===== src/rtl/pipeline_sequencer.sv =====
// Central 5-stage pipeline sequencer: run / single-step / halt control,
// load-use stall and taken-branch flush generation, saturating stall counter.
module pipeline_sequencer #(
  parameter int DRAIN_CYCLES = 3,
  parameter int CNT_W        = 16
) (
  input  logic             clk,
  input  logic             rst,
  input  logic             start,
  input  logic             step_mode,
  input  logic             step,
  input  logic [5:0]       id_opcode,
  input  logic [4:0]       id_rs,
  input  logic [4:0]       id_rt,
  input  logic             id_uses_rt,
  input  logic             ex_memread,
  input  logic [4:0]       ex_rt,
  input  logic             mem_branch_taken,
  output logic             pc_ena,
  output logic             ifid_ena,
  output logic             stage_ena,
  output logic             ifid_flush,
  output logic             idex_flush,
  output logic             exmem_flush,
  output logic             running,
  output logic             halted,
  output logic [CNT_W-1:0] stall_count
);

  localparam logic [5:0] OP_HALT = 6'b111111;
  localparam int         DW      = (DRAIN_CYCLES > 1) ? $clog2(DRAIN_CYCLES) : 1;
  localparam logic [DW-1:0] DRAIN_LOAD = DW'(DRAIN_CYCLES - 1);

  typedef enum logic [2:0] {
    S_IDLE, S_STEP_WAIT, S_STEP_EXEC, S_RUN, S_DRAIN, S_HALTED
  } state_t;

  state_t           state_q, state_d;
  logic             step_mode_q, step_mode_d;
  logic [DW-1:0]    drain_q, drain_d;
  logic [CNT_W-1:0] stall_count_q, stall_count_d;

  logic hazard;
  logic is_halt;

  // Load-use hazard: a load in EX writes a register the ID instruction reads.
  // A halt in ID never stalls; it is handled by the drain path instead.
  always_comb begin
    is_halt = (id_opcode == OP_HALT);
    hazard  = ex_memread && (ex_rt != 5'd0) &&
              ((ex_rt == id_rs) || (id_uses_rt && (ex_rt == id_rt))) && !is_halt;
  end

  // State register, latched step mode, drain counter and stall counter.
  always_ff @(posedge clk or posedge rst) begin
    if (rst) begin
      state_q       <= S_IDLE;
      step_mode_q   <= 1'b0;
      drain_q       <= '0;
      stall_count_q <= '0;
    end else begin
      state_q       <= state_d;
      step_mode_q   <= step_mode_d;
      drain_q       <= drain_d;
      stall_count_q <= stall_count_d;
    end
  end

  // Next-state and per-stage enable/flush generation.
  always_comb begin
    state_d       = state_q;
    step_mode_d   = step_mode_q;
    drain_d       = drain_q;
    stall_count_d = stall_count_q;
    pc_ena        = 1'b0;
    ifid_ena      = 1'b0;
    stage_ena     = 1'b0;
    ifid_flush    = 1'b0;
    idex_flush    = 1'b0;
    exmem_flush   = 1'b0;

    unique case (state_q)
      S_IDLE: begin
        // start wins over a coincident step; step is simply not looked at here
        if (start) begin
          step_mode_d = step_mode;
          state_d     = step_mode ? S_STEP_WAIT : S_RUN;
        end
      end

      S_STEP_WAIT: begin
        if (step) state_d = S_STEP_EXEC;
      end

      S_RUN, S_STEP_EXEC: begin
        pc_ena    = 1'b1;
        ifid_ena  = 1'b1;
        stage_ena = 1'b1;
        if (state_q == S_STEP_EXEC) state_d = S_STEP_WAIT;
        if (mem_branch_taken) begin
          // PC takes the branch target; everything younger is squashed
          ifid_flush  = 1'b1;
          idex_flush  = 1'b1;
          exmem_flush = 1'b1;
        end else if (hazard) begin
          pc_ena     = 1'b0;
          ifid_ena   = 1'b0;
          idex_flush = 1'b1;
          if (stall_count_q != '1) stall_count_d = stall_count_q + 1'b1;
        end else if (is_halt) begin
          pc_ena     = 1'b0;
          ifid_flush = 1'b1;
          state_d    = S_DRAIN;
          drain_d    = DRAIN_LOAD;
        end
      end

      S_DRAIN: begin
        ifid_ena   = 1'b1;
        ifid_flush = 1'b1;
        stage_ena  = 1'b1;
        if (mem_branch_taken) begin
          // an older branch overrides the halt: resume fetching at the target
          pc_ena      = 1'b1;
          idex_flush  = 1'b1;
          exmem_flush = 1'b1;
          state_d     = step_mode_q ? S_STEP_WAIT : S_RUN;
          drain_d     = '0;
        end else if (drain_q == '0) begin
          state_d = S_HALTED;
        end else begin
          drain_d = drain_q - 1'b1;
        end
      end

      S_HALTED: ;

      default: state_d = S_IDLE;
    endcase
  end

  // Status outputs decoded from the registered state.
  always_comb begin
    running     = (state_q == S_RUN) || (state_q == S_STEP_EXEC) || (state_q == S_DRAIN);
    halted      = (state_q == S_HALTED);
    stall_count = stall_count_q;
  end

endmodule


===== config.mk =====
export PLATFORM = sky130hd
export DESIGN_NAME = pipeline_sequencer
export DESIGN_NICKNAME = d
export VERILOG_FILES = /design/src/rtl/pipeline_sequencer.sv
export SDC_FILE = /design/constraint.sdc
export NUM_CORES = 1
export LEC_CHECK = 0
export CORE_ASPECT_RATIO = 1.1
export CORE_MARGIN = 4
export CORE_UTILIZATION = 25
export DETAILED_ROUTE_END_ITERATION = 6
export RECOVER_POWER = 100
export SETUP_SLACK_MARGIN = 0.15
export SKIP_LAST_GASP = 1
export SYNTH_ARGS = -nofsm -noshare
export SYNTH_HDL_FRONTEND = slang
export SYNTH_SLANG_ARGS = --single-unit
export TNS_END_PERCENT = 20

===== constraint.sdc =====
create_clock -name clk -period 3 [get_ports clk]
set_clock_uncertainty 0.15 [all_clocks]
set_input_delay 0.9 -clock clk [delete_from_list [all_inputs] [get_ports clk]]
set_output_delay 0.9 -clock clk [all_outputs]
set_load 0.03 [all_outputs]

# Yosys cells after proc, flatten, opt, wreduce, memory -nomap -nowiden
# Cells that the tools add are included.
# op_classes
mul	0
order_cmp	0
bitwise	2
add_sub_neg	2
shift	0
div_mod_pow	0
n_reduce_logical	18
n_mux	34
eq_ne	16
# op_table
op	n
3-bit two-way mux	8
16-bit by 1-bit adder with 16-bit output (second input constant)	1
16-bit inequality test (second input constant)	1
3-bit case mux with 5 select lines	1
2-bit two-way mux	7
1-bit two-way mux	13
5-bit equality test	2
2-bit inequality test (second input constant)	5
1-bit case mux with 2 select lines	4
4-bit AND reduction	2
3-bit by 2-bit equality test with 1-bit output (second input constant)	2
3-bit equality test (second input constant)	2
6-bit equality test (second input constant)	1
3-bit inequality test (second input constant)	2
5-bit AND reduction	1
5-bit nonzero test	1
1-bit logical AND	4
2-bit case mux with 2 select lines	1
3-bit by 1-bit equality test with 1-bit output (second input constant)	1
3-bit logical NOT	1
1-bit logical OR	3
3-bit OR reduction	1
2-bit logical NOT	1
1-bit NOT	2
5 further kinds	5
# totals
rom_bits	0
ram_bits	0
elab_cells	76
n_memories	0
inputBits	29
ff_bits	22
output_inout_bits	24
latch_bits	0

# Depth between registers and ports, before layout
# Gate-level depths: netlist (run 1).
# logic_depth
ltp_word	8
mapped_depth	8
ltp_nobuf	7

# Worst setup path after synthesis (run 1)
# No wires, ideal clock.
# synth_path
path_type	input -> output
start	in id_rt[3]
end	out pc_ena
cell_stages	6
path_buffers	0
arrival_time_ns	2.302
required_ns	1.950
slack_ns	-0.352
cell_sequence	xor2_1 > nor4_1 > a32oi_1 > nor2_1 > o21a_1 > nor2_1
# synth_via
elab_chain_cells	8
# synth_rtl
element	line	rtl
from (decl)	14	input logic [4:0] id_rt,
5-bit equality test	51	((ex_rt == id_rs) || (id_uses_rt && (ex_rt == id_rt))) && !is_halt;
1-bit logical AND	51	
1-bit logical OR	51	
1-bit logical AND	50	hazard = ex_memread && (ex_rt != 5'd0) &&
1-bit logical AND	51	
1-bit two-way mux	105	end else if (hazard) begin
1-bit two-way mux	100	if (mem_branch_taken) begin
1-bit case mux with 2 select lines	82	unique case (state_q)
to (decl)	19	output logic pc_ena,
# Every way passes these cells.

# Worst setup path after layout (run 1)
# layout_path
start	in ex_rt[1]
end	out ifid_ena
# layout_via
elab_chain_cells	8
elab_cells_between_ends	11
cone_classes	eq/ne (2); mux (3); reduce/logical (6)
# layout_rtl
element	line	rtl
from (decl)	17	input logic [4:0] ex_rt,
5-bit equality test	51	
1-bit logical AND	51	
1-bit logical OR	51	
1-bit logical AND *	50	
1-bit logical AND *	51	
1-bit two-way mux *	105	
1-bit two-way mux *	100	
1-bit case mux with 2 select lines *	82	
to (decl)	20	output logic ifid_ena,
# Mark *: on every way between the ends. The rest lies on a longest branch, timed or not.

==> key figures, run 1 <==
Critical path
  – Crit path kind: input port to output pin
  – CP arrival: ~2.3 ns
  – Endpoint type of the worst setup path: output pin
  – CP required: about 2.0 ns
  – Startpoint type of the worst setup path: input port
  – Worst Path Max Fanout: 2

Die
  – I/O Pins: 53
  – Die H: between 80 and 90 um
  – Chip width: between 70 and 80 um
  – Core ar.: about 5400 um2
  – Initial Util: 0.258
  – DIE AREA: 6800 um2
  – Site Rows: 28

Final layout
  – Commonest non-fill, non-tap cell in the layout: dfrtp_1
  – Final Non-Filler Cells: between 200 and 300
  – Final core occ: 0.427
  – N_diodes: 0
  – Fin nets: 254
  – Share of cells above drive strength 1: 0.275
  – Most frequent cells in the layout: dfrtp_1 (22), buf_4 (21), dlygate4sd3_1 (20), xnor2_1 (14)
  – Area delta synth->final: 65.3%

Place
  – RePlAce Congestion: 0.732
  – Post-Place Cells: 290
  – Dpl hpwl: between 2000 and 3000 um
  – Port buffer count: between 50 and 60
  – Worst slack, placed: -1.01 ns

Clock tree
  – Clk Latency, worst-skew pair: 0.26 ns
  – CTS tree: built
  – CTS root buf: clkbuf_8
  – H-tree levels: 1
  – Sinks on Clock Net: 22
  – Total CTS buffers: 3
  – CTS max path bufs: 2
  – Clk pin slew, worst setup/hold paths: ~0.08 ns

Pwr
  – Max rail drop VDD: around 0.00025 V
  – Switching Fraction: 0.349
  – Flop pwr share: 0.314
  – Pleak: 1.06 nW
  – Power consumption: ~0.0011 W
  – Logic pwr share: 0.444
  – Pwr dens: approximately 500 nW/um2
  – Clock share of power: 0.243
  – Int Pwr: about 0.00074 W
  – Net load switching power: ~0.00040 W

Global routing
  – Remaining Overflow, GRT: 0
  – GR Util All Layers: 0.108
  – Largest net degree at the start of global routing: 23
  – Vias in the first global route: about 1,400
  – First-pass GRT wire length: 6010 um
  – Initial antenna violation count: 0

Worst hold path
  – HP Class: flop to flop

Detailed routing
  – DRT iter0 DRCs: 19
  – Avg Vias per Cell: ~4.4
  – Routed WL: 3630 um
  – Vias: approximately 1,300
  – Routed len/inst: between 10 and 15 um
  – Antenna Nets Post-Route: 0
  – DRT Pass-1 Iters: 4
  – Residual DRC: 0

Yosys
  – Flops & latches, synth: 22
  – Cells after Synth: roughly 140
  – Sequential area share after synthesis: 0.397
  – Syn nets: between 150 and 200
  – Yosys cell types: 40
  – Synthesized area: approximately 1400 um2
  – Synth Area per Inst: slightly below 10 um2
  – Synth warn: 0

STA
  – Final setup fails: 8
  – RSZ-0062 raised after global routing: yes
  – Crit share post-route: 1.12
  – Post-route setup slack: -0.359 ns
  – Max transition margin: 0.213
  – Final hold vios: 0
  – Hold WS: around 0.36 ns
  – Slew of the pin with the lowest slew margin: approximately 1.2 ns
  – Final min period: 3.36 ns
  – Slew Limit Fails: 0
  – Achievable frequency: 0.298 GHz

Run
  – MaxCap Viol Count: 0

Status
  – Failing checks: negative setup slack
  – Status: finished with violations
worst max-delay path, cell delays in order:
cell and delay, ns:
buf_6 0.10, buf_6 0.11, xor2_2 0.13, nor4_2 0.31, a32oi_2 0.16, buf_4 0.16, nor2_4 0.09, o21bai_2 0.07
clkdlybuf4s15_2 0.28
path summary, 6_finish.rpt:
check                                 from         endpoint  slack [ns]  cells past startpoint
max                               ex_rt[1]         ifid_ena       -0.36                      9
min                        stall_count[15]  stall_count[15]        0.36                      1
max reg2reg                     state_q[2]   stall_count[4]        0.53                      9
min reg2reg                stall_count[15]  stall_count[15]        0.36                      1
max in group asynchronous              rst   stall_count[2]        0.70                      3
min in group asynchronous              rst      step_mode_q        1.29                      3
logic make-up (layout without fill, tap and decap cells):
group	count (synthesis)	in the layout	synth area share
AOI/OAI and AO/OA	20	20	0.0958
xor gates and xnor gates	25	25	0.164
buffers and inverters	10	88	0.0388
and+or+nand+nor	63	63	0.271
adders and majority gates	2	2	0.0181
muxes	2	2	0.0154
DFF	22	22	0.397
area by class of cell:
cell class	instances	area, um2
sequential	22	551
fill	552	3070
timing repair buffer	77	692
clock buffer	3	41.3
tap	75	93.8
clock inverter	1	30.0
multi-input combinational	112	856
inverter	7	26.3
synthesized netlist by cell type (all sizes together):
master | number | share of area
dfrtp | 22 | 0.40
nor2 | 16 | 0.055
xnor2 | 15 | 0.10
nand2 | 13 | 0.035
nand4 | 10 | 0.056
xor2 | 10 | 0.063
nand3 | 8 | 0.047
inv | 7 | 0.019
o21ai | 7 | 0.028
nor3 | 5 | 0.018
and3 | 3 | 0.014
buf | 3 | 0.020
a21oi | 2 | 0.0072
a31oi | 2 | 0.0090
ha | 2 | 0.018
nand2b | 2 | 0.0090
nor2b | 2 | 0.014
nor4 | 2 | 0.0090
or4 | 2 | 0.014
a21o | 1 | 0.0054
a221oi | 1 | 0.0063
a32oi | 1 | 0.0063
mux2 | 1 | 0.0081
mux2i | 1 | 0.0072
o211ai | 1 | 0.0054
o21a | 1 | 0.0054
o21bai | 1 | 0.0054
o22ai | 1 | 0.0045
o2bb2ai | 1 | 0.0063
o32ai | 1 | 0.0063
per-stage QoR:
stage / area (um2) / TNS [ns]
6_report: 2290 / -1.32
5_1_grt: 2290 / -2.62
4_1_cts: 2270 / -1.47
3_5_place_dp: 2160 / -4.56
3_3_place_gp: 2160 / -4.25
2_1_floorplan: 1420 / -0.283
power by group through the flow:
stage / Clock (W) / Sequential, W / Combinational, W
2_1_floorplan: 0 / 0.000378 / 0.000273
5_1_grt: 0.000304 / 0.000361 / 0.000547
6_report: 0.000275 / 0.000356 / 0.000503
3_3_place_gp: 0 / 0.000362 / 0.000487
3_5_place_dp: 0 / 0.000362 / 0.000492
4_1_cts: 0.000289 / 0.000356 / 0.000497
registers in the layout, indices dropped and copies added, names as in the netlist:
register	flops
stall_count	16
state_q	3
drain_q	2
step_mode_q	1
timing repair:
action,CTS,global route
setup buffers,2,1
pin swaps,12,13
hold buffers,0,0
resized for setup,33,12
endpoints found under the setup margin,14,14
per-layer routing:
layer  global-route usage  wire length [um]
met5                    0                 0
met4               0.0375                50
met3               0.0189               149
met2                0.193              1900
met1                0.130              1530
Note: power is estimated with default switching activity, not from simulation.
==> run 2, diff against run 1 <==
--- a/config.mk
+++ b/config.mk
@@ -11,6 +11,7 @@
 export DETAILED_ROUTE_END_ITERATION = 6
 export RECOVER_POWER = 100
 export SETUP_SLACK_MARGIN = 0.15
+export SKIP_CTS_REPAIR_TIMING = 1
 export SKIP_LAST_GASP = 1
 export SYNTH_ARGS = -nofsm -noshare
 export SYNTH_HDL_FRONTEND = slang
==> run 2 against run 1 <==
Compared with the run above: the flow still finishes with violations (negative setup slack); maximum frequency down 0.39%; sequential power about the same; cell area rose by 2.0%; sequential cell count is the same; critical endpoint is now idex_flush; via count increased by 0.99%; cell count unchanged; first-iteration DRC count fell by 5.3%; worst setup slack got worse by 0.013 ns; highest routed layer unchanged; hold slack got worse by 0.0030 ns; register-to-register slack worse by 0.13 ns.
==> key figures, run 2 (synthesized netlist as in run 1, its figures left out) <==
Critical path
  – Slowest stage delay, CP: 0.31 ns (about the same)
  – Crit path kind: input port to output pin
  – Endpoint type of the worst setup path: output pin
  – CP required: 1.95 ns (about the same)
  – Worst R2R End: stall_count[3]
  – Reg-to-reg critical path startpoint: state_q[2]
  – R2R cell count: 9 (unchanged)
  – Cells along the critical path: buf_6 -> buf_6 -> xor2_2 -> nor4_2 -> a32oi_2 -> buf_4 -> nor3_4 -> nor2_2 -> nor2_4 -> buf_6
  – CP dominant cell by count: buf_6
  – CP bufs+invs: 4 (unchanged)
  – Worst Path Max Fanout: 2 (unchanged)
  – WP depth: 10 (+1)
  – Worst Setup EP: idex_flush
  – Critical-path top delay cell: nor4_2
  – Cell family with most CP delay: simple AND/OR/NAND/NOR gates
  – CP arrival: 2.32 ns (about the same)
  – Flop-to-flop setup slack: 0.40 ns (-0.13 ns)
  – Startpoint type of the worst setup path: input port
  – CP Launch Point: ex_rt[1]

Final layout
  – Share of cells above drive strength 1: 0.279 (+0.00450)
  – Area delta synth->final: 68.7%
  – N_diodes: 0 (unchanged)
  – Max reg flops: 16 (unchanged)
  – Final Non-Filler Cells: 297 (unchanged)
  – Most frequent cells in the layout: dfrtp_1 (22), buf_4 (22), dlygate4sd3_1 (18), dlymetal6s2s_1 (16), xnor2_1 (14)
  – Fin nets: 254 (unchanged)
  – Fillers: 537 (-2.7%)

Clock tree
  – CTS tree: built
  – Sinks on Clock Net: 22 (unchanged)
  – Clk pin slew, worst setup/hold paths: 0.08 ns (about the same)
  – CTS root buf: clkbuf_8
  – H-tree levels: 1 (unchanged)
  – CTS max path bufs: 2 (unchanged)
  – Clk Latency, worst-skew pair: 0.26 ns (about the same)
  – Total CTS buffers: 3 (unchanged)

Place
  – RePlAce Congestion: 0.732 (unchanged)
  – Post-Place Cells: 290 (unchanged)
  – Port buffer count: 52 (unchanged)
  – Dpl hpwl: 2880 um (unchanged)

Pwr
  – Flop pwr share: 0.312 (-0.002)
  – Int Pwr: 0.000742 W (+0.49%)
  – Pwr dens: 488 nW/um2 (-1.5%)
  – Max rail drop VDD: 0.000250 V (+1.8%)
  – Pleak: 1.18 nW (+12%)
  – Switching Fraction: 0.350 (about the same)
  – Net load switching power: 0.000399 W (+0.59%)
  – Clock share of power: 0.241 (-0.002)
  – Logic pwr share: 0.446 (+0.002)

Detailed routing
  – DRT iter0 DRCs: 18 (-1)
  – DRT Pass-1 Iters: 4 (unchanged)
  – Avg Vias per Cell: 4.44 (+0.99%)
  – Residual DRC: 0 (unchanged)
  – Routed WL: 3690 um (+1.5%)
  – Vias: 1,320 (+0.99%)
  – Antenna Nets Post-Route: 0 (unchanged)
  – Routed len/inst: 12.4 um (+1.5%)

Global routing
  – Vias in the first global route: 1,337 (-1.3%)
  – Remaining Overflow, GRT: 0 (unchanged)
  – GR Util All Layers: 0.107 (-0.000875)
  – Initial antenna violation count: 0 (unchanged)
  – First-pass GRT wire length: 5970 um (-0.68%)
  – Largest net degree at the start of global routing: 23 (unchanged)

Die
  – I/O Pins: 53 (unchanged)
  – Die H: 86.1 um (unchanged)
  – Core ar.: 5360 um2 (unchanged)
  – Site Rows: 28 (unchanged)
  – Initial Util: 0.258 (unchanged)
  – Chip width: 79.0 um (unchanged)
  – DIE AREA: 6800 um2 (unchanged)

STA
  – RSZ-0062 raised after global routing: yes
  – Slew Limit Fails: 0 (unchanged)
  – Final setup fails: 9 (+1)
  – Slew of the pin with the lowest slew margin: 1.18 ns (+0.00362 ns)
  – Post-route setup slack: -0.372 ns (-0.0131 ns)
  – Achievable frequency: 0.297 GHz (-0.39%)
  – Final hold vios: 0 (unchanged)
  – Final min period: 3.37 ns (+0.0131 ns)
  – Final total negative setup slack: -1.16 ns (+0.166 ns)
  – Crit share post-route: 1.12 (+0.00437)
  – Max transition margin: 0.210 (-0.00241)

Status
  – Failing checks: negative setup slack
  – Status: finished with violations

Run
  – MaxCap Viol Count: 0 (unchanged)

Worst hold path
  – HP Class: flop to flop
[run 2: through the flow]
| step | total power (W) | area, um2 | hold WS (ns) | setup WS, ns | util |
|---|---|---|---|---|---|
| floorplan | 0.000651 | 1420 | 0.354 | -0.120 | - |
| global placement | 0.000849 | 2160 | 0.350 | -0.983 | 0.404 |
| detailed placement | 0.000854 | 2160 | 0.347 | -1.01 | 0.404 |
| CTS | 0.00114 | 2230 | 0.359 | -1.01 | 0.417 |
| global route | 0.00122 | 2340 | 0.381 | -0.453 | 0.436 |
| finish | 0.00114 | 2340 | 0.354 | -0.372 | 0.436 |
[run 2: power groups by stage]
stage | clock (W) | combinational (W) | sequential [W]
2_1_floorplan | 0 | 0.000273 | 0.000378
3_3_place_gp | 0 | 0.000487 | 0.000362
3_5_place_dp | 0 | 0.000492 | 0.000362
4_1_cts | 0.000289 | 0.000495 | 0.000356
5_1_grt | 0.000304 | 0.000551 | 0.000361
6_report | 0.000275 | 0.000509 | 0.000356
[run 2: worst min-delay path by stage]
| stage | start | end | slack (ns) | depth (start not counted) |
|---|---|---|---|---|
| final | stall_count[15] | stall_count[15] | 0.35 | 1 |
| after global routing | stall_count[15] | stall_count[15] | 0.38 | 1 |
| after CTS | stall_count[15] | stall_count[15] | 0.36 | 1 |
| after detailed placement | stall_count[15] | stall_count[15] | 0.35 | 1 |
| after global placement | stall_count[15] | stall_count[15] | 0.35 | 1 |
| after floorplan | step_mode_q | step_mode_q | 0.35 | 2 |
[run 2: worst register-to-register path, cell delays in order, from the launching register on]
cell	delay, ns
dfrtp_1	0.38
buf_4	0.17
nor2b_4	0.17
o21ai_2	0.12
buf_4	0.14
or4_4	0.46
nor2_1	0.41
buf_4	0.24
nand4_4	0.11
xnor2_2	0.14
[run 2: area by class of cell]
class,count,area (um2),share of cell area
Clock inverter,1,30.0,0.0129
Multi-Input combinational cell,112,852,0.365
Timing Repair Buffer,77,742,0.318
Clock buffer,3,41.3,0.0177
Sequential cell,22,551,0.236
Inverter,7,26.3,0.0112
Tap cell,75,93.8,0.0402
[run 2: layer usage]
| layer | track usage | part of all wire | up-vias |
|---|---|---|---|
| li1 | - | - | 662 |
| met1 | 0.129 | 0.42 | 626 |
| met2 | 0.191 | 0.53 | 27 |
| met5 | 0 | 0 | - |
| met3 | 0.0189 | 0.037 | 5 |
| met4 | 0.0375 | 0.014 | 0 |
